==> src/rtl/uart_baud_ctrl.sv <==
// uart_baud_ctrl: baud-rate controller and tick scheduler for the UART_BCD datapath.
// It samples the enable/baud-select switches and applies a new rate only while TX and RX
// are both idle. A single divide counter produces a full-bit tick and a half-bit tick.
// rx_start re-centres the counter on a detected start edge.
module uart_baud_ctrl #(
  parameter int DIV_9600   = 5208,
  parameter int DIV_57600  = 868,
  parameter int DIV_115200 = 434,
  parameter int CNT_W      = 13
) (
  input  logic       src_clk,
  input  logic       rst_n,
  input  logic       enable,
  input  logic [1:0] baud_sel,
  input  logic       tx_busy,
  input  logic       rx_busy,
  input  logic       rx_start,
  output logic       uart_en,
  output logic       baud_tick,
  output logic       half_tick,
  output logic [1:0] active_sel,
  output logic       sel_invalid
);

  typedef enum logic [1:0] {
    DISABLED  = 2'd0,
    WAIT_IDLE = 2'd1,
    RUN       = 2'd2,
    DRAIN     = 2'd3
  } state_t;

  state_t           state_q, state_d;
  logic [CNT_W-1:0] cnt_q, cnt_d;
  logic [CNT_W-1:0] div_q, div_d;
  logic [1:0]       pend_sel_q, pend_sel_d;
  logic [1:0]       active_sel_q, active_sel_d;
  logic             uart_en_q, uart_en_d;
  logic             baud_tick_q, baud_tick_d;
  logic             half_tick_q, half_tick_d;
  logic             sel_invalid_q, sel_invalid_d;
  logic             idle;

  // Divisor (cycles per bit) for a baud select code; code 11 never reaches this.
  function automatic logic [CNT_W-1:0] div_for(input logic [1:0] sel);
    case (sel)
      2'b01:   div_for = CNT_W'(DIV_57600);
      2'b10:   div_for = CNT_W'(DIV_115200);
      default: div_for = CNT_W'(DIV_9600);
    endcase
  endfunction

  assign idle = !tx_busy && !rx_busy;

  // Next-state, counter and tick generation.
  always_comb begin
    state_d       = state_q;
    cnt_d         = cnt_q;
    div_d         = div_q;
    pend_sel_d    = pend_sel_q;
    active_sel_d  = active_sel_q;
    uart_en_d     = uart_en_q;
    baud_tick_d   = 1'b0;
    half_tick_d   = 1'b0;
    sel_invalid_d = 1'b0;
    case (state_q)
      DISABLED: begin
        cnt_d        = '0;
        uart_en_d    = 1'b0;
        active_sel_d = 2'b11;
        if (enable) begin
          if (baud_sel == 2'b11) begin
            sel_invalid_d = 1'b1;
          end else begin
            pend_sel_d = baud_sel;
            state_d    = WAIT_IDLE;
          end
        end
      end
      WAIT_IDLE: begin
        if (!enable) begin
          state_d = DISABLED;
        end else if (idle) begin
          div_d        = div_for(pend_sel_q);
          cnt_d        = '0;
          active_sel_d = pend_sel_q;
          uart_en_d    = 1'b1;
          state_d      = RUN;
        end
      end
      RUN, DRAIN: begin
        // rx_start restarts the bit period and swallows any tick due this cycle.
        if (rx_start) begin
          cnt_d = '0;
        end else if (cnt_q >= div_q - CNT_W'(1)) begin
          cnt_d       = '0;
          baud_tick_d = 1'b1;
        end else begin
          cnt_d       = cnt_q + CNT_W'(1);
          half_tick_d = (cnt_q == (div_q >> 1) - CNT_W'(1));
        end
        if (state_q == RUN) begin
          if (!enable) state_d = DRAIN;
        end else if (idle) begin
          // Drain complete: stop everything on this edge; enable is re-evaluated in DISABLED.
          state_d      = DISABLED;
          cnt_d        = '0;
          uart_en_d    = 1'b0;
          baud_tick_d  = 1'b0;
          half_tick_d  = 1'b0;
          active_sel_d = 2'b11;
        end
      end
      default: state_d = DISABLED;
    endcase
  end

  // State and output registers with synchronous active-low reset.
  always_ff @(posedge src_clk) begin
    if (!rst_n) begin
      state_q       <= DISABLED;
      cnt_q         <= '0;
      div_q         <= CNT_W'(DIV_9600);
      pend_sel_q    <= 2'b00;
      active_sel_q  <= 2'b11;
      uart_en_q     <= 1'b0;
      baud_tick_q   <= 1'b0;
      half_tick_q   <= 1'b0;
      sel_invalid_q <= 1'b0;
    end else begin
      state_q       <= state_d;
      cnt_q         <= cnt_d;
      div_q         <= div_d;
      pend_sel_q    <= pend_sel_d;
      active_sel_q  <= active_sel_d;
      uart_en_q     <= uart_en_d;
      baud_tick_q   <= baud_tick_d;
      half_tick_q   <= half_tick_d;
      sel_invalid_q <= sel_invalid_d;
    end
  end

  assign uart_en     = uart_en_q;
  assign baud_tick   = baud_tick_q;
  assign half_tick   = half_tick_q;
  assign active_sel  = active_sel_q;
  assign sel_invalid = sel_invalid_q;

endmodule

==> config.mk <==
export PLATFORM = sky130hd
export DESIGN_NAME = uart_baud_ctrl
export DESIGN_NICKNAME = d
export VERILOG_FILES = /design/src/rtl/uart_baud_ctrl.sv
export SDC_FILE = /design/constraint.sdc
export NUM_CORES = 1
export LEC_CHECK = 0
export BUFFER_PORTS_ARGS = -buffer_cell sky130_fd_sc_hd__buf_4
export CAP_MARGIN = 10
export CELL_PAD_IN_SITES_DETAIL_PLACEMENT = 2
export CELL_PAD_IN_SITES_GLOBAL_PLACEMENT = 2
export CORE_AREA = 2 2 84 70
export CTS_BUF_LIST = sky130_fd_sc_hd__clkbuf_4
export DETAILED_ROUTE_END_ITERATION = 10
export DIE_AREA = 0 0 86 72
export PLACE_DENSITY = 0.77
export SLEW_MARGIN = 20
export SYNTH_ARGS = -nofsm -noshare
export SYNTH_HDL_FRONTEND = slang
export SYNTH_SLANG_ARGS = --single-unit
==> constraint.sdc <==
create_clock -name src_clk -period 3.87 [get_ports src_clk]
set_input_delay 0.9675 -clock src_clk [delete_from_list [all_inputs] [get_ports src_clk]]
set_output_delay 0.9675 -clock src_clk [all_outputs]
set_load 0.02 [all_outputs]
== Word level (Yosys, flattened, before mapping) ==
Cells that the tools add are included.
Operators by class
  eq/ne operators: 16
  reduce and logical (&&, ||, !) cells: 12
  add/sub/neg operators: 3
  multiplexer cells: 35
  magnitude comparators: 1
  bitwise operators: 1
Operators by type and width (number)
  two-way mux 13 bit: 6
  case mux 13 bit (3 select lines): 1
  case mux 13 bit (2 select lines): 1
  two-way mux 2 bit: 11
  adder 13 x 1 -> 13 bit, second input constant: 1
  == test 13 bit: 1
  >= comparator 13 bit: 1
  two-way mux 1 bit: 13
  subtractor 12 x 1 -> 13 bit, second input constant: 1
  subtractor 13 x 1 -> 13 bit, second input constant: 1
  inequality test 2 bit, second input constant: 6
  case mux 2 bit (3 select lines): 2
  inequality test 3 bit, second input constant: 3
  AND reduction 3 bit: 3
  == test 2 bit, second input constant: 4
  AND reduction 5 bit: 1
  == test 2 x 1 -> 1 bit, second input constant: 2
  AND reduction 2 bit: 2
  AND reduction 4 bit: 1
  case mux 1 bit (3 select lines): 1
  zero test 1 bit: 2
  zero test 2 bit: 1
  OR reduction 2 bit: 1
  logical AND 1 bit: 1
  NOT 1 bit: 1
Word-level totals
  output and inout bits: 6
  bits in registers: 36
  bits of input ports: 8

== Longest topological paths before layout ==
Gate-level depths: netlist (run 1).
  depth after elaboration: 7
  depth in mapped cells: 15

== Worst setup path after synthesis (run 1) ==
Ideal clock, no wire load.
  path type: register to register
  start point: register div_q[9]
  end point: register half_tick_q (netlist: half_tick)
  required time: 3797 ps
  path slack: 1059 ps
  stages on the path, launching flop included: 16
  arrival: 2738 ps
  path through: dfxtp_1 -> clkbuf_2 -> inv_1 -> ha_1 -> nand2b_1 -> nor4_1 -> and2_1 -> nand2_1 -> ha_1 -> nand2_1 -> o21ai_0 -> or3_4 -> nor3_4 -> buf_6 -> nand4_2 -> nor3_2
On the way
  cells in the longest elaborated chain, start to end: 6
  elaborated cells on any way between the ends: 8
Ends and longest elaborated chain
  start, declared: line 34  | logic [CNT_W-1:0] div_q, div_d;
  start signal, assigned: line 122  | div_q <= CNT_W'(DIV_9600);
  start signal, assigned: line 132  | div_q <= div_d;
  subtractor 13 x 1 -> 13 bit / subtractor 12 x 1 -> 13 bit (equally long branches): line 94, 99
  >= comparator 13 bit / == test 13 bit (equally long branches): line 94, 99
  two-way mux 1 bit *: line 94  | end else if (cnt_q >= div_q - CNT_W'(1)) begin
  two-way mux 1 bit *: line 92  | if (rx_start) begin
  two-way mux 1 bit: line 103  | end else if (idle) begin
  two-way mux 1 bit *: line 101  | if (state_q == RUN) begin
  end signal, assigned: line 137  | half_tick_q <= half_tick_d;
  end, declared: line 39  | logic half_tick_q, half_tick_d;
Mark *: on every way between the ends. The rest lies on a longest branch, timed or not.
A chain may end at the register's enable or synchronous reset.

== Worst setup path in the final report (run 1) ==
Ends and elaborated chain as after synthesis.

==> load_flow_metrics.sql, run 1 <==
INSERT INTO impl_metrics (metric_group, metric, value, unit) VALUES
('outcome', 'run_status', 'complete, no violations', ''),
('critical_path', 'crit_type', 'reg2reg', ''),
('power_and_ir_drop', 'ir_drop', '0.1183', 'mV'),
('synth', 'synth_seq_area_share', '0.3001', ''),
('power_and_ir_drop', 'cellPowerDensity', '289.2', 'mW/mm^2'),
('critical_path', 'reg2reg_from', 'div_q[9]$_SDFFE_PN0P_', ''),
('critical_path', 'cp_num_cells', '14', ''),
('critical_path', 'r2r_end', 'half_tick$_SDFF_PN0_', ''),
('place', 'post_dp_cell_area', '0.002056', 'sq mm'),
('sta', 'min_period', '3.191', 'ns'),
('synth', 'synth.cells.most_frequent', 'nand2_1, dfxtp_1, nor2_1', ''),
('cts', 'clock-sinks', '29', ''),
('critical_path', 'minimum_setup_slack_among_reg_to_reg_paths', '0.68', 'ns'),
('cts', 'insertion_delay', '0.35', 'ns'),
('drt', 'totalWireLength', '5.623', 'mm'),
('synth', 'synth.area.top_cells', 'dfxtp_1, ha_1, nand2_1', ''),
('place', 'portBuffers', '13', ''),
('floorplan', 'core_region_area', '0.005315', 'sq mm'),
('drt', 'average_vias_per_placed_instance', '5.586', ''),
('synth', 'synth_enable_flop_cells', '0', ''),
('synth', 'number_of_different_library_cells_in_the_post_synthesis_netlist', '42', ''),
('layout', 'fin_area', '0.002140', 'sq mm'),
('drt', 'route.detailed.wl_per_inst', '17.63', 'um'),
('grt', 'grt.total_usage', '0.1988', ''),
('sta', 'achievable-frequency', '313.4', 'MHz'),
('cts', 'post_cts_hold_buffer_count', '0', ''),
('place', 'hpwlAfterDp', '4.162', 'mm'),
('critical_path', 'timing.critical_path.to_type', 'flip-flop', ''),
('power_and_ir_drop', 'leakage', '0.7870', 'nW'),
('run', 'drv.max_cap_violation_count', '0', ''),
('cts', 'cts_tree', 'done', ''),
('floorplan', 'io_pins', '14', ''),
('grt', 'grt-ovfl-total', '0', ''),
('floorplan', 'rows', '24', ''),
('place', 'weighted_congestion_at_the_end_of_routability_driven_global_placement', '0.7300', ''),
('drt', 'detailedRoute.firstIterationViolations', '39', ''),
('sta', 'layout_worst_path_cycle_share', '0.8245', ''),
('synth', 'syn_avg_cell_area', '7.863', 'sq um'),
('layout', 'synthToLayoutAreaGrowth', '10.61', '%'),
('sta', 'timing.final.max_slew_violations', '0', ''),
('sta', 'slew_headroom', '0.5297', ''),
('critical_path', 'cp_data_required_time', '4.15', 'ns'),
('critical_path', 'critPathSlowestCell', 'or3_4', ''),
('synth', 'post-synth-top-count-cell', 'nand2_1', ''),
('synth', 'synth.yosys.warnings', '0', ''),
('cts', 'cts-root-buf', 'clkbuf_4', ''),
('grt', 'maximum_number_of_pins_on_one_net_before_global_route_repair', '25', ''),
('floorplan', 'die_width', '86', 'um'),
('cts', 'cts_repair_resize_count', '0', ''),
('drt', 'route.vias.total', '1782', ''),
('synth', 'synth.ff_latch_count', '29', ''),
('floorplan', 'die_h', '72', 'um'),
('grt', 'first_global_vias', '1844', ''),
('drt', 'antenna_left', '0', ''),
('grt', 'grt_first_pass_wirelength', '9.528', 'mm'),
('cts', 'cts.reportedPaths.clkPinSlew', '0.11', 'ns'),
('cts', 'numCtsBuffers', '5', ''),
('drt', 'drt_pre_antenna_iters', '4', ''),
('synth', 'mappedNetlistArea', '0.001934', 'sq mm'),
('sta', 'rsz0062_at_grt', 'no', ''),
('cts', 'cts-root-to-sink-buffers', '2', ''),
('synth', 'ys.flop_type', 'dfxtp_1', ''),
('grt', 'grt_antenna_before_repair', '0', ''),
('layout', 'post-route-util', '0.4025', ''),
('layout', 'insertedDiodeCount', '0', ''),
('synth', 'asyncSetResetFlopFracSynth', '0', ''),
('critical_path', 'cpPeakStageDelay', '0.41', 'ns'),
('critical_path', 'critical_path.startpoint_type', 'flip-flop', ''),
('critical_path', 'crit_start', 'div_q[9]$_SDFFE_PN0P_', ''),
('worst_hold_path', 'timing.hold.worst.class', 'reg2reg', ''),
('floorplan', 'die_area', '0.006192', 'sq mm');
## state kept, by name, summed over array words and instances (netlist names), 2 cells and up, named ones only
register	cells
cnt_q	13
div_q	6
active_sel	2
pend_sel_q	2
## worst min path at each step
stage	cells after the start	end	slack, ns	startpoint
floorplan	2	div_q[6]$_SDFFE_PN1P_	0.50	div_q[6]$_SDFFE_PN1P_
global placement	1	active_sel[1]$_SDFFE_PN1P_	0.45	active_sel[1]$_SDFFE_PN1P_
detailed placement	1	active_sel[1]$_SDFFE_PN1P_	0.46	active_sel[1]$_SDFFE_PN1P_
CTS	1	active_sel[1]$_SDFFE_PN1P_	0.49	active_sel[1]$_SDFFE_PN1P_
global route	1	active_sel[0]$_SDFFE_PN1P_	0.51	active_sel[0]$_SDFFE_PN1P_
finish	1	active_sel[1]$_SDFFE_PN1P_	0.48	active_sel[1]$_SDFFE_PN1P_
## worst reg2reg max path: cells and delay by family, from the launching register on
family	cells	cell delay, ns
fa+ha+maj	2	0.51
simple gates	9	1.66
compound gates	1	0.13
flops	1	0.40
buf+inv	2	0.44
## layout by cell type (no fill, tap or decap), types with 5 or more instances in the layout
master,synthesis,final
dfxtp_1,29,29
nand3b_1,8,8
inv_1,9,9
nand4_1,6,6
nand3_1,16,16
o21ai_0,7,7
ha_1,18,18
a31oi_1,11,11
xnor2_1,10,10
buf_4,1,15
a21oi_1,17,17
nand2_1,32,32
nor2_1,24,24
clkbuf_4,0,5
## stage by stage
step / setup slack (ns) / hold slack, ns / total power [mW] / std cells
2_1_floorplan: 1.059 / 0.5021 / 0.3390 / 246
3_3_place_gp: 0.8116 / 0.4536 / 0.3574 / 311
3_5_place_dp: 0.6593 / 0.4595 / 0.3594 / 311
4_1_cts: 0.6255 / 0.4919 / 0.6254 / 319
5_1_grt: 0.3037 / 0.5072 / 0.6467 / 319
6_report: 0.6792 / 0.4843 / 0.6188 / 319
## layout make-up
class | count | area [sq um]
clock buffer | 5 | 37.54
clock inverter | 3 | 46.29
fill | 613 | 3176
inverter | 9 | 33.78
multi-input combinational | 193 | 1247
sequential | 29 | 580.6
tap | 65 | 81.33
timing repair buffer | 15 | 112.6
## report_power, final
part	switching [mW]	internal (mW)	total [mW]	leakage, nW
logic	0.0268	0.0174	0.0442	0.511
clock network	0.130	0.137	0.267	0.0414
registers	0.00569	0.302	0.308	0.235
## per-layer routing
| metal | vias to the layer above | wire [um] | GRT usage | part of all wire |
|---|---|---|---|---|
| met2 | 13 | 2443 | 0.3118 | 0.43 |
| li1 | 886 | - | - | - |
| met3 | 7 | 110 | 0.03754 | 0.020 |
| met5 | - | 0 | 0 | 0 |
| met4 | 0 | 63 | 0.05291 | 0.011 |
| met1 | 876 | 3005 | 0.2807 | 0.53 |
## cells by family after synthesis
group / synth area share
AND/OR/NAND/NOR: 0.3040
adder cells (fa/ha/maj): 0.1164
multiplexers: 0.01035
AO/OA/AOI/OAI: 0.1507
flip-flops: 0.3001
buffers and inverters: 0.05498
XOR/XNOR: 0.06339
No activity file was read; power rests on OpenSTA's default activity.
==> inputs of run 2 (changes only) <==
==> constraint.sdc (replaced) <==
create_clock -name src_clk -period 3.1 [get_ports src_clk]
set_input_delay 0.775 -clock src_clk [delete_from_list [all_inputs] [get_ports src_clk]]
set_output_delay 0.775 -clock src_clk [all_outputs]
set_load 0.02 [all_outputs]
==> run 2 against run 1 <==
  * Register-to-register slack got worse by 0.37 ns
  * Utilization increased by 0.54 points
  * Clock power down 12%
  * Sequential share of layout area shrank 0.36 points
  * Wire length grew 5.3%
==> load_flow_metrics.sql, run 2 (synthesis gave the netlist of run 1 again) <==
INSERT INTO impl_metrics (metric_group, metric, value, unit) VALUES
('critical_path', 'cpPeakStageDelay', '0.39', 'ns'),
('critical_path', 'buffers_and_inverters_on_the_worst_path', '2', ''),
('layout', 'instances_no_fill', '323', ''),
('critical_path', 'cpMostUsedCell', 'nand2_1', ''),
('layout', 'largest_register_ffs', '13', ''),
('sta', 'setup_slack', '0.3056', 'ns'),
('cts', 'cts-root-to-sink-buffers', '2', ''),
('sta', 'finalSetupViolCount', '0', ''),
('cts', 'insertion_delay', '0.34', 'ns'),
('layout', 'fin_area', '0.002168', 'sq mm'),
('sta', 'finalHoldViolations', '0', ''),
('drt', 'totalWireLength', '5.922', 'mm'),
('critical_path', 'crit_type', 'reg2reg', ''),
('worst_hold_path', 'worstHoldEndpoint', 'active_sel[1]$_SDFFE_PN1P_', ''),
('floorplan', 'die_width', '86', 'um'),
('floorplan', 'rows', '24', ''),
('floorplan', 'die_area', '0.006192', 'sq mm'),
('place', 'portBuffers', '13', ''),
('floorplan', 'floorplan.initialDensity', '0.3639', ''),
('place', 'dp_slack', '0.007667', 'ns'),
('sta', 'fin_worst_hold_slack', '0.4797', 'ns'),
('place', 'placed_cells', '315', ''),
('layout', 'synthToLayoutAreaGrowth', '12.10', '%'),
('cts', 'clock_h_tree_levels', '2', ''),
('sta', 'rsz0062_at_grt', 'no', ''),
('sta', 'timing.final.max_slew_violations', '0', ''),
('sta', 'layout_worst_path_cycle_share', '0.9014', ''),
('critical_path', 'path_max_fanout', '24', ''),
('drt', 'average_vias_per_placed_instance', '5.638', ''),
('drt', 'drt_pre_antenna_iters', '4', ''),
('layout', 'insertedDiodeCount', '0', ''),
('floorplan', 'die_h', '72', 'um'),
('grt', 'first_global_vias', '1977', ''),
('critical_path', 'critical_path.startpoint_type', 'flip-flop', ''),
('sta', 'achievable-frequency', '357.9', 'MHz'),
('worst_hold_path', 'holdPathStages', '1', ''),
('power_and_ir_drop', 'finalPower', '676.2', 'uW'),
('cts', 'cts-root-buf', 'clkbuf_4', ''),
('layout', 'most_common_cell_after_layout_fill_and_taps_aside', 'nand2_1', ''),
('drt', 'drt_drc_violations_left', '0', ''),
('layout', 'fill_cells', '619', ''),
('power_and_ir_drop', 'cellPowerDensity', '311.9', 'mW/mm^2'),
('drt', 'route.vias.total', '1821', ''),
('cts', 'cts_tree', 'done', ''),
('critical_path', 'cp_data_required_time', '3.37', 'ns'),
('cts', 'cts.reportedPaths.clkPinSlew', '0.11', 'ns'),
('drt', 'antenna_left', '0', ''),
('grt', 'grt_antenna_before_repair', '0', ''),
('sta', 'fin_setup_tns', '0', 'ns'),
('critical_path', 'reg2reg_from', 'div_q[7]$_SDFFE_PN0P_', ''),
('critical_path', 'cp_data_arrival_time', '3.06', 'ns'),
('critical_path', 'r2r_end', 'cnt_q[3]$_SDFFE_PN0P_', ''),
('cts', 'clock-sinks', '29', ''),
('critical_path', 'rr_worst_depth', '14', ''),
('critical_path', 'critPathSlowestCell', 'or3_4', ''),
('critical_path', 'crit_chain', 'inv_1 -> ha_2 -> nand2b_1 -> nor4_4 -> and2_4 -> nand2_1 -> ha_1 -> nand2_1 -> o21ai_0 -> or3_4 -> nor3_4 -> buf_12 -> nand3_1 -> a31oi_1', ''),
('cts', 'numCtsBuffers', '5', ''),
('critical_path', 'minimum_setup_slack_among_reg_to_reg_paths', '0.31', 'ns'),
('floorplan', 'io_pins', '14', ''),
('sta', 'min_period', '2.794', 'ns'),
('grt', 'grt-ovfl-total', '0', ''),
('grt', 'grt_first_pass_wirelength', '10.24', 'mm'),
('drt', 'route.detailed.wl_per_inst', '18.33', 'um'),
('place', 'weighted_congestion_at_the_end_of_routability_driven_global_placement', '0.7834', ''),
('sta', 'worstMarginPinSlew', '0.7754', 'ns'),
('layout', 'post_route_cells_drive_above_1_share', '0.1434', ''),
('power_and_ir_drop', 'ir_drop', '0.1336', 'mV'),
('grt', 'maximum_number_of_pins_on_one_net_before_global_route_repair', '25', ''),
('layout', 'top_regs', 'cnt_q: 13 flops, div_q: 6 flops', ''),
('place', 'post_dp_cell_area', '0.002098', 'sq mm'),
('sta', 'clock-skew-final', '0.006527', 'ns'),
('run', 'drv.max_cap_violation_count', '0', ''),
('worst_hold_path', 'timing.hold.worst.class', 'reg2reg', ''),
('layout', 'post-route-util', '0.4080', ''),
('cts', 'post_cts_hold_buffer_count', '0', ''),
('grt', 'grt.total_usage', '0.2143', ''),
('power_and_ir_drop', 'leakage', '0.8001', 'nW'),
('floorplan', 'core_region_area', '0.005315', 'sq mm'),
('layout', 'commonest_non_fill_non_tap_cells_in_the_layout', 'nand2_1, dfxtp_1, nor2_1', ''),
('critical_path', 'critical_path.top_delay_family', 'simple AND/OR/NAND/NOR gates', ''),
('place', 'hpwlAfterDp', '4.557', 'mm'),
('critical_path', 'timing.critical_path.to_type', 'flip-flop', ''),
('layout', 'finalNetCount', '283', ''),
('drt', 'detailedRoute.firstIterationViolations', '55', ''),
('sta', 'slew_headroom', '0.4825', ''),
('outcome', 'run_status', 'complete, no violations', ''),
('layout', 'most_flops_register', 'cnt_q', ''),
('worst_hold_path', 'worstHoldStart', 'active_sel[1]$_SDFFE_PN1P_', '');
==> run 2: worst reg2reg max path, cell delays in order (launching register included) <==
cell	delay, ns
dfxtp_1	0.33
inv_1	0.09
ha_2	0.21
nand2b_1	0.11
nor4_4	0.19
and2_4	0.21
nand2_1	0.07
ha_1	0.30
nand2_1	0.06
o21ai_0	0.11
or3_4	0.39
nor3_4	0.16
buf_12	0.19
nand3_1	0.11
a31oi_1	0.19
==> run 2: routing by layer <==
metal	GRT usage	share of wire	vias up	wire length [um]
li1	-	-	901	-
met1	0.3082	0.53	896	3126
met2	0.3282	0.44	14	2596
met3	0.03754	0.016	10	93
met4	0.06349	0.018	0	106
met5	0	0	-	0
==> run 2: power breakdown <==
part	switching [mW]	internal (mW)	total [mW]
sequential	0.00696	0.377	0.384
clock	0.153	0.0819	0.235
combinational	0.0344	0.0227	0.0571
==> run 2: repair_timing <==
item,in CTS,in global routing
pin swaps,0,0
cloned,0,0
endpoints found under the setup margin,2,14
gates resized for setup,1,4
buffers inserted,0,0
endpoints found under the hold margin,0,0
==> run 2: layout make-up <==
type | count | area (sq um) | share of cell area
tap | 65 | 81.33 | 0.03751
clock inverter | 3 | 12.51 | 0.005770
inverter | 9 | 33.78 | 0.01558
clock buffer | 5 | 37.54 | 0.01731
sequential | 29 | 580.6 | 0.2677
multi-input combinational | 193 | 1267 | 0.5845
timing repair buffer | 19 | 155.1 | 0.07155
==> run 2: worst max-delay path by stage <==
stage / startpoint / end / slack, ns / depth (start not counted)
2_1_floorplan: div_q[9]$_SDFFE_PN0P_ / half_tick$_SDFF_PN0_ / 0.29 / 15
3_3_place_gp: div_q[9]$_SDFFE_PN0P_ / cnt_q[5]$_SDFFE_PN0P_ / 0.31 / 14
3_5_place_dp: div_q[9]$_SDFFE_PN0P_ / cnt_q[3]$_SDFFE_PN0P_ / 0.008 / 14
4_1_cts: div_q[9]$_SDFFE_PN0P_ / cnt_q[3]$_SDFFE_PN0P_ / 0.11 / 14
5_1_grt: div_q[7]$_SDFFE_PN0P_ / cnt_q[3]$_SDFFE_PN0P_ / 0.06 / 14
6_report: div_q[7]$_SDFFE_PN0P_ / cnt_q[3]$_SDFFE_PN0P_ / 0.31 / 14
==> inputs of run 3 (changes only) <==
--- a/config.mk
+++ b/config.mk
@@ -5,15 +5,17 @@
 export SDC_FILE = /design/constraint.sdc
 export NUM_CORES = 1
 export LEC_CHECK = 0
+export ABC_AREA = 1
 export BUFFER_PORTS_ARGS = -buffer_cell sky130_fd_sc_hd__buf_4
 export CAP_MARGIN = 10
 export CELL_PAD_IN_SITES_DETAIL_PLACEMENT = 2
 export CELL_PAD_IN_SITES_GLOBAL_PLACEMENT = 2
-export CORE_AREA = 2 2 84 70
+export CORE_AREA = 2 2 91 76
 export CTS_BUF_LIST = sky130_fd_sc_hd__clkbuf_4
+export CTS_CLUSTER_DIAMETER = 60
 export DETAILED_ROUTE_END_ITERATION = 10
-export DIE_AREA = 0 0 86 72
-export PLACE_DENSITY = 0.77
+export DIE_AREA = 0 0 93 78
+export PLACE_DENSITY = 0.82
 export SLEW_MARGIN = 20
 export SYNTH_ARGS = -nofsm -noshare
 export SYNTH_HDL_FRONTEND = slang
==> constraint.sdc (replaced) <==
create_clock -name src_clk -period 3.24 [get_ports src_clk]
set_input_delay 0.81 -clock src_clk [delete_from_list [all_inputs] [get_ports src_clk]]
set_output_delay 0.81 -clock src_clk [all_outputs]
set_load 0.02 [all_outputs]
==> run 3 against run 2 <==
  * Power grew 100%
  * Final area increased by 15%
  * First-iteration DRC count up 33%
  * Largest power group is now combinational logic
  * Highest routed layer unchanged
==> load_flow_metrics.sql, run 3 <==
INSERT INTO impl_metrics (metric_group, metric, value, unit) VALUES
('outcome', 'run_status', 'complete, no violations', ''),
('sta', 'achievable-frequency', '361.9', 'MHz'),
('critical_path', 'cp_data_arrival_time', '2.95', 'ns'),
('synth', 'synth.cells.most_frequent', 'nand2_1, inv_1, nand3_1, nor2_1, dfxtp_1', ''),
('sta', 'slew_headroom', '0.4856', ''),
('floorplan', 'rows', '26', ''),
('critical_path', 'cpMostUsedCell', 'nand2_1', ''),
('critical_path', 'critPathSlowestCell', 'dfxtp_1', ''),
('synth', 'synth.yosys.warnings', '0', ''),
('cts', 'cts-root-to-sink-buffers', '2', ''),
('grt', 'grt-ovfl-total', '0', ''),
('layout', 'most_flops_register', 'cnt_q', ''),
('synth', 'synth.area.top_cells', 'dfxtp_1, nand2_1, ha_1', ''),
('critical_path', 'rr_worst_depth', '16', ''),
('grt', 'grt_antenna_before_repair', '0', ''),
('grt', 'grt_first_pass_wirelength', '12.50', 'mm'),
('grt', 'grt.total_usage', '0.2198', ''),
('grt', 'maximum_number_of_pins_on_one_net_before_global_route_repair', '21', ''),
('drt', 'route.detailed.wl_per_inst', '16.24', 'um'),
('synth', 'synth_xor_xnor_area_share', '0.01148', ''),
('power_and_ir_drop', 'cellPowerDensity', '554.5', 'mW/mm^2'),
('floorplan', 'die_width', '93', 'um'),
('power_and_ir_drop', 'share_of_power_burned_in_combinational_logic', '0.483', ''),
('sta', 'finalSetupViolCount', '0', ''),
('cts', 'post_cts_hold_buffer_count', '0', ''),
('synth', 'ys.flop_type', 'dfxtp_1', ''),
('critical_path', 'cpPeakStageDelay', '0.40', 'ns'),
('synth', 'synth_seq_area_share', '0.2536', ''),
('cts', 'clock_h_tree_levels', '2', ''),
('critical_path', 'critical_path.startpoint_type', 'flip-flop', ''),
('critical_path', 'critical_path.top_delay_family', 'simple AND/OR/NAND/NOR gates', ''),
('floorplan', 'core_region_area', '0.006246', 'sq mm'),
('place', 'portBuffers', '13', ''),
('layout', 'most_common_cell_after_layout_fill_and_taps_aside', 'nand2_1', ''),
('worst_hold_path', 'worstHoldStart', 'uart_en$_SDFFE_PN0P_', ''),
('critical_path', 'crit_type', 'reg2reg', ''),
('layout', 'insertedDiodeCount', '0', ''),
('power_and_ir_drop', 'leakage', '1.138', 'nW'),
('synth', 'netlist_instances', '359', ''),
('layout', 'finalNetCount', '398', ''),
('floorplan', 'floorplan.initialDensity', '0.3666', ''),
('synth', 'synthMuxAreaShare', '0', ''),
('layout', 'commonest_non_fill_non_tap_cells_in_the_layout', 'nand2_1, inv_1, nand3_1, nor2_1, dfxtp_1', ''),
('critical_path', 'minimum_setup_slack_among_reg_to_reg_paths', '0.48', 'ns'),
('drt', 'route.vias.total', '2293', ''),
('place', 'weighted_congestion_at_the_end_of_routability_driven_global_placement', '0.8580', ''),
('synth', 'syn-num-nets', '385', ''),
('drt', 'detailedRoute.firstIterationViolations', '73', ''),
('cts', 'clock-sinks', '29', ''),
('cts', 'cts.reportedPaths.clkPinSlew', '0.11', 'ns'),
('layout', 'post-route-util', '0.3982', ''),
('layout', 'synthToLayoutAreaGrowth', '8.634', '%'),
('synth', 'post-synth-top-area-cell', 'dfxtp_1', ''),
('worst_hold_path', 'holdPathStages', '2', ''),
('floorplan', 'die_h', '78', 'um'),
('worst_hold_path', 'timing.hold.worst.class', 'reg2reg', ''),
('critical_path', 'buffers_and_inverters_on_the_worst_path', '2', ''),
('synth', 'syn_avg_cell_area', '6.378', 'sq um'),
('synth', 'asyncSetResetFlopFracSynth', '0', ''),
('synth', 'mappedNetlistArea', '0.002290', 'sq mm'),
('synth', 'synth.ff_latch_count', '29', ''),
('floorplan', 'die_area', '0.007254', 'sq mm'),
('critical_path', 'timing.critical_path.to_type', 'flip-flop', ''),
('power_and_ir_drop', 'share_seq_of_total_power', '0.365', ''),
('sta', 'min_period', '2.763', 'ns'),
('critical_path', 'r2r_end', 'cnt_q[10]$_SDFFE_PN0P_', ''),
('critical_path', 'crit_start', 'div_q[7]$_SDFFE_PN0P_', ''),
('drt', 'antenna_left', '0', ''),
('power_and_ir_drop', 'p_clk_frac', '0.151', ''),
('synth', 'synth_top_family_by_area', 'simple AND/OR/NAND/NOR gates', ''),
('critical_path', 'cp_data_required_time', '3.43', 'ns'),
('synth', 'synthesized_area_fraction_occupied_by_ao_oa_aoi_and_oai_cells', '0.1158', ''),
('worst_hold_path', 'worstHoldEndpoint', 'uart_en$_SDFFE_PN0P_', ''),
('layout', 'top_regs', 'cnt_q: 13 flops, div_q: 6 flops', ''),
('drt', 'drt_drc_violations_left', '0', ''),
('drt', 'drt_pre_antenna_iters', '4', ''),
('floorplan', 'io_pins', '14', ''),
('cts', 'numCtsBuffers', '5', ''),
('critical_path', 'reg2reg_from', 'div_q[7]$_SDFFE_PN0P_', ''),
('synth', 'synth_top_area_frac', '0.2536', ''),
('sta', 'finalHoldViolations', '0', ''),
('drt', 'totalWireLength', '7.389', 'mm'),
('layout', 'fill_cells', '804', ''),
('grt', 'first_global_vias', '2445', ''),
('synth', 'number_of_different_library_cells_in_the_post_synthesis_netlist', '35', ''),
('layout', 'largest_register_ffs', '13', ''),
('sta', 'rsz0062_at_grt', 'no', ''),
('critical_path', 'path_max_fanout', '9', ''),
('power_and_ir_drop', 'switchingPower', '671.6', 'uW'),
('synth', 'synth_simple_gate_area_share', '0.4246', ''),
('power_and_ir_drop', 'power.share.switching', '0.4870', ''),
('sta', 'clock-skew-final', '0.02002', 'ns'),
('critical_path', 'crit_chain', 'inv_2 -> ha_1 -> inv_1 -> nor2_4 -> nand3_1 -> nand2_1 -> nand2_1 -> ha_1 -> nand2_1 -> nor2_1 -> nand2_1 -> o21bai_1 -> nand2_1 -> nor2_1 -> nor2_1 -> nor2_1', ''),
('sta', 'timing.final.max_slew_violations', '0', ''),
('cts', 'insertion_delay', '0.33', 'ns'),
('sta', 'layout_worst_path_cycle_share', '0.8529', ''),
('place', 'hpwlAfterDp', '5.989', 'mm'),
('sta', 'fin_setup_tns', '0', 'ns'),
('synth', 'post_synthesis_share_of_cell_area_spent_on_full_adders_half_adders_and_majority_gates', '0.09836', ''),
('cts', 'post-cts-setup-buffers', '0', ''),
('cts', 'cts_repair_resize_count', '0', ''),
('synth', 'synth_enable_flop_cells', '0', ''),
('synth', 'post-synth-top-count-cell', 'nand2_1', ''),
('cts', 'cts_tree', 'done', ''),
('drt', 'average_vias_per_placed_instance', '5.040', ''),
('cts', 'cts-root-buf', 'clkbuf_4', ''),
('power_and_ir_drop', 'ir_drop', '0.2568', 'mV'),
('layout', 'post_route_cells_drive_above_1_share', '0.1321', ''),
('sta', 'worstMarginPinSlew', '0.7707', 'ns'),
('power_and_ir_drop', 'power.internal', '707.6', 'uW'),
('run', 'drv.max_cap_violation_count', '0', '');
==> run 3: worst min-delay path: cells and delay by family (launching register included) <==
kind             cells  cell delay [ns]
flip-flops           1             0.32
AO/OA/AOI/OAI        1             0.06
AND/OR/NAND/NOR      1             0.05
==> run 3: kinds of logic (layout without fill, tap and decap cells) <==
kind of cell	after synthesis	after routing
flip-flops	29	29
adder cells (fa/ha/maj)	18	18
AO/OA/AOI/OAI	48	48
buffers and inverters	52	64
XOR/XNOR	3	3
AND/OR/NAND/NOR	209	209
==> run 3: how the worst max path moves through the flow <==
stage                             endpoint  slack, ns  cells after the start
floorplan            cnt_q[8]$_SDFFE_PN0P_       0.99                     17
global placement     cnt_q[9]$_SDFFE_PN0P_       0.64                     16
detailed placement   cnt_q[9]$_SDFFE_PN0P_       0.49                     16
CTS                  cnt_q[9]$_SDFFE_PN0P_       0.46                     16
global route         cnt_q[9]$_SDFFE_PN0P_       0.16                     16
finish              cnt_q[10]$_SDFFE_PN0P_       0.48                     16
==> run 3: layout make-up <==
| type | count | area, sq um | share of cell area |
|---|---|---|---|
| multi-input cells | 278 | 1489 | 0.5986 |
| clock buffers | 5 | 37.54 | 0.01509 |
| flip-flops and latches | 29 | 580.6 | 0.2334 |
| inverters | 44 | 165.2 | 0.06640 |
| well taps | 84 | 105.1 | 0.04225 |
| repair buffers | 14 | 105.1 | 0.04225 |
| clock inverters | 1 | 5.005 | 0.002012 |
==> run 3: power groups by stage <==
stage	sequential (mW)	clock [mW]	combinational, mW
2_1_floorplan	0.503	0	0.481
3_5_place_dp	0.512	0	0.671
5_1_grt	0.517	0.236	0.759
6_report	0.504	0.209	0.667
3_3_place_gp	0.507	0	0.639
4_1_cts	0.504	0.221	0.673
==> run 3: metrics by stage <==
stage	std cells	worst slack, ns	power [mW]	hold slack (ns)	cell area (sq um)
after floorplan	359	0.9914	0.9839	0.4866	2290
after global placement	449	0.6399	1.146	0.4452	2445
after detailed placement	449	0.4886	1.183	0.4585	2445
after CTS	455	0.4574	1.398	0.4717	2487
after global routing	455	0.1588	1.512	0.5353	2487
final	455	0.4766	1.379	0.4720	2487
==> run 3: layer usage <==
metal	routed length, um	GRT usage
met1	3979	0.3247
met4	31	0.03529
met3	214	0.03301
met5	0	0
met2	3164	0.3428
